File: config.mk
export PLATFORM = sky130hd
export DESIGN_NAME = pc_fetch_unit
export DESIGN_NICKNAME = d
export VERILOG_FILES = /design/src/rtl/pc_fetch_unit.sv
export SDC_FILE = /design/constraint.sdc
export NUM_CORES = 1
export LEC_CHECK = 0
export BUFFER_PORTS_ARGS = -buffer_cell sky130_fd_sc_hd__buf_2
export CAP_MARGIN = 20
export CORE_MARGIN = 10
export CORE_UTILIZATION = 25
export CTS_BUF_LIST = sky130_fd_sc_hd__clkbuf_4
export CTS_CLUSTER_DIAMETER = 40
export CTS_CLUSTER_SIZE = 14
export DETAILED_ROUTE_END_ITERATION = 6
export PLACE_DENSITY = 0.49
export SLEW_MARGIN = 20
export SYNTH_ARGS = -nofsm -noshare
export SYNTH_HDL_FRONTEND = slang
export SYNTH_SLANG_ARGS = --single-unit
File: constraint.sdc
create_clock -name clk -period 4.65 [get_ports clk]
set_clock_uncertainty 0.2 [all_clocks]
set_input_delay 0.6975 -clock clk [delete_from_list [all_inputs] [get_ports clk]]
set_output_delay 0.6975 -clock clk [all_outputs]
set_load 0.05 [all_outputs]
File: src/rtl/pc_fetch_unit.sv
// rtl/pc_fetch_unit.sv - program counter and single-outstanding instruction fetch sequencer
module pc_fetch_unit #(
    parameter int                 BITSIZE  = 32,
    parameter logic [BITSIZE-1:0] RESET_PC = '0
) (
    input  logic               clk,
    input  logic               rst,
    output logic               imem_req,
    output logic [BITSIZE-1:0] imem_addr,
    input  logic               imem_valid,
    input  logic [BITSIZE-1:0] imem_rdata,
    input  logic               branch_taken,
    input  logic [BITSIZE-1:0] branch_target,
    output logic               if_valid,
    input  logic               if_ready,
    output logic [BITSIZE-1:0] if_instr,
    output logic [BITSIZE-1:0] if_pc
);

    typedef enum logic [1:0] {
        S_REQ  = 2'd0,
        S_WAIT = 2'd1,
        S_HOLD = 2'd2
    } state_t;

    localparam logic [BITSIZE-1:0] PC_STEP = BITSIZE'(4);

    state_t             state_q, state_d;
    logic [BITSIZE-1:0] pc_q, pc_d;
    logic               kill_q, kill_d;
    logic [BITSIZE-1:0] if_instr_q, if_instr_d;
    logic [BITSIZE-1:0] if_pc_q, if_pc_d;
    logic               if_valid_q, if_valid_d;
    logic [BITSIZE-1:0] redirect_pc;

    assign redirect_pc = {branch_target[BITSIZE-1:2], 2'b00};

    // The request strobe is held low while reset is asserted even though state is REQ.
    assign imem_req  = (state_q == S_REQ) && !rst;
    assign imem_addr = pc_q;
    assign if_valid  = if_valid_q;
    assign if_instr  = if_instr_q;
    assign if_pc     = if_pc_q;

    always_comb begin
        state_d    = state_q;
        pc_d       = pc_q;
        kill_d     = kill_q;
        if_instr_d = if_instr_q;
        if_pc_d    = if_pc_q;
        if_valid_d = if_valid_q;

        unique case (state_q)
            S_REQ: begin
                state_d = S_WAIT;
                if (branch_taken) begin
                    pc_d   = redirect_pc;
                    kill_d = 1'b1;
                end
            end
            S_WAIT: begin
                if (imem_valid) begin
                    if (kill_q || branch_taken) begin
                        // Response belongs to a squashed path: drop it and refetch.
                        kill_d  = 1'b0;
                        state_d = S_REQ;
                        if (branch_taken) begin
                            pc_d = redirect_pc;
                        end
                    end else begin
                        if_instr_d = imem_rdata;
                        if_pc_d    = pc_q;
                        if_valid_d = 1'b1;
                        pc_d       = pc_q + PC_STEP;
                        state_d    = S_HOLD;
                    end
                end else if (branch_taken) begin
                    pc_d   = redirect_pc;
                    kill_d = 1'b1;
                end
            end
            S_HOLD: begin
                if (if_ready || branch_taken) begin
                    if_valid_d = 1'b0;
                    state_d    = S_REQ;
                    if (branch_taken) begin
                        pc_d = redirect_pc;
                    end
                end
            end
            default: begin
                state_d = S_REQ;
            end
        endcase
    end

    always_ff @(posedge clk or posedge rst) begin
        if (rst) begin
            state_q    <= S_REQ;
            pc_q       <= RESET_PC;
            kill_q     <= 1'b0;
            if_instr_q <= '0;
            if_pc_q    <= '0;
            if_valid_q <= 1'b0;
        end else begin
            state_q    <= state_d;
            pc_q       <= pc_d;
            kill_q     <= kill_d;
            if_instr_q <= if_instr_d;
            if_pc_q    <= if_pc_d;
            if_valid_q <= if_valid_d;
        end
    end

endmodule

==> impl_metrics.ini <==
[status]
status = complete, no violations

[global_route]
track_usage = 0.130
grt_max_degree = 90
grt_first_pass_wirelength_mm = 24.8
grt_antenna_before_repair = 4
grt_overflow = 0
first_global_vias = 4345

[floorplan]
fp.dieH_um = 154
die_x_um = 154
design.core.area_um2 = 17800
start_util = 0.252
rows = 49
io_pins = 167
dieArea_um2 = 23800

[timing]
finalCritPeriodShare = 0.557
setup_viol = 0
fin_crit_ps = 2590
whs_ps = 183
clock.fmax_mhz = 386
setup_tns_ps = 0
finalMaxSlewViolations = 0
rsz0062_at_grt = no
worst_slew_pin_slew_ps = 995
finalHoldViolations = 0
maxSlewHeadroom = 0.337

[layout]
seqCellArea_um2 = 2500
drive_gt1_frac = 0.284
area_growth_pct = 26.7
final_nets = 742
final_area_um2 = 5710
multi_input_area_um2 = 1870
final_common_cell = nand2_1
fillers = 1906
layout_common_cells = nand2_1, buf_2, dfrtp_1

[drt]
firstDrtPassIters = 5
first_iter_violations = 351
drt_wl_total_mm = 15.8
drtAntennaViolNets = 0
drc_errors = 0
wl_per_cell_um = 17.3
vias_per_cell = 4.74
vias = 4310

[synthesis]
synthAdderAreaFrac = 0.00278
synth.distinct_cells = 47
synth_edf_count = 0
yosys-top-cells-area = dfrtp_1, nand2_1, a21oi_1
ys_dominant_reg_cell = dfrtp_1
synth_largest_area_cell = dfrtp_1
synth-compound-area-share = 0.131
yosys_warnings = 0
avgSynthCellArea_um2 = 8.63
postSynthCellCount = 522
async_flop_share = 1.00
netlist_area_um2 = 4500
ys_seq_area_frac = 0.556
ys_ff_latch = 100
synth_top_family_by_area = simple AND/OR/NAND/NOR gates
synth-xor-area-share = 0.00778
synth_top_area_frac = 0.556
yosys.area_share.simple = 0.271
synth_fp_nets = 592
synth.area.mux_share = 0

[min_path]
hp-class = in2async

[setup_path]
crit_type = reg2reg
r2r_end = imem_addr[21]
required_ps = 4880
cp-start-kind = register
crit_path_end_kind = register
cp.arrival_ps = 2820
r2r_cells = 5
r2r_setup_slack_ps = 2060
crit_fanout = 9
r2r-start = imem_addr[2]

[pwr]
power_uw = 3570
vdd_drop_max_uv = 285
power_density_nw_per_um2 = 625
leakage_uw = 0.00292

[placed_design]
dpl.hpwl_mm = 11.1
routabilityCongestion = 0.766
portBuffers = 164
placed_area_um2 = 5540

[clocking]
cts.clk_slew.worst_paths_ps = 160
cts_hold_buf = 0
numCtsBuffers = 9
cts_setup_buffers = 0
clockBufferDepth = 2
clock_latency_ps = 480
cts_tree = built
clock_sinks = 100
root_buffer = clkbuf_4
ctsResizeCount = 0
htree_levels = 3

[flow_run]
max-cap-violations = 0
state kept, by name, summed over array words and instances (netlist names):
| name | cells |
|---|---|
| if_instr | 32 |
| kill_q | 1 |
| state_q | 2 |
| imem_addr | 32 |
| if_pc | 32 |
| if_valid | 1 |
cell usage after synthesis (3+ instances only):
cell type    n
buf_2        6
nand2_1    210
dfrtp_1    100
a21oi_1     32
nor3_1       5
o22ai_1      9
a32oi_1      4
nor2_1      21
and3_1       6
buf_1        3
o21ai_0     26
clkbuf_1    21
o211ai_1     3
o31ai_1      3
nand4_1     11
nor4_1       5
nand3_1      9
inv_1        5
o21ai_1      3
a22oi_1      4
report_power, final:
part           switching (uW)  leakage (uW)  internal, uW  total [uW]
clock network             306     0.0000845           228         534
registers                 205       0.00123          1130        1340
logic                    1350       0.00161           349        1690
total                    1860       0.00292          1710        3570
routing by layer:
metal	routed length, um	global-route usage
met4	162	0.0369
met5	7	0
met2	6930	0.198
met1	7140	0.166
met3	1510	0.0535
metrics by stage:
| stage | utilization | instances | setup WS [ps] |
|---|---|---|---|
| final | 0.320 | 909 | 2060 |
| after global routing | 0.320 | 907 | 1910 |
| after CTS | 0.319 | 906 | 2090 |
| after detailed placement | 0.311 | 890 | 1820 |
| after global placement | 0.311 | 890 | 1890 |
| after floorplan | - | 522 | 1130 |
cell type report:
type                            count  share of cell area
Sequential cell                   100               0.439
Clock inverter                      5              0.0134
Inverter                            5             0.00373
Multi-Input combinational cell    387               0.328
Tap cell                          229              0.0502
Clock buffer                       11              0.0145
Antenna cell                        3             0.00132
Timing Repair Buffer              169               0.150
worst max-delay path by stage:
stage                     slack, ps             to          from
final                          2060  imem_addr[21]  imem_addr[2]
after global routing           1910  imem_addr[21]  imem_addr[2]
after CTS                      2090  imem_addr[21]  imem_addr[2]
after detailed placement       1820  imem_addr[14]  branch_taken
after global placement         1890  imem_addr[14]  branch_taken
after floorplan                1130    if_instr[0]           rst
kinds of logic (layout without fill, tap and decap cells):
| kind of cell | Yosys count | in the layout |
|---|---|---|
| buffers and inverters | 35 | 190 |
| other | 0 | 3 |
| AOI/OAI and AO/OA | 98 | 98 |
| xor gates and xnor gates | 4 | 4 |
| DFF | 100 | 100 |
| adders and majority gates | 1 | 1 |
| and+or+nand+nor | 284 | 284 |
worst max-delay path: stages, from the launching register on:
cell     delay, ps
dfrtp_1        530
nand4_1        380
nor3_2         650
nand2_1        180
or4_1          500
nand3_1         90
No activity file was read; power rests on OpenSTA's default activity.
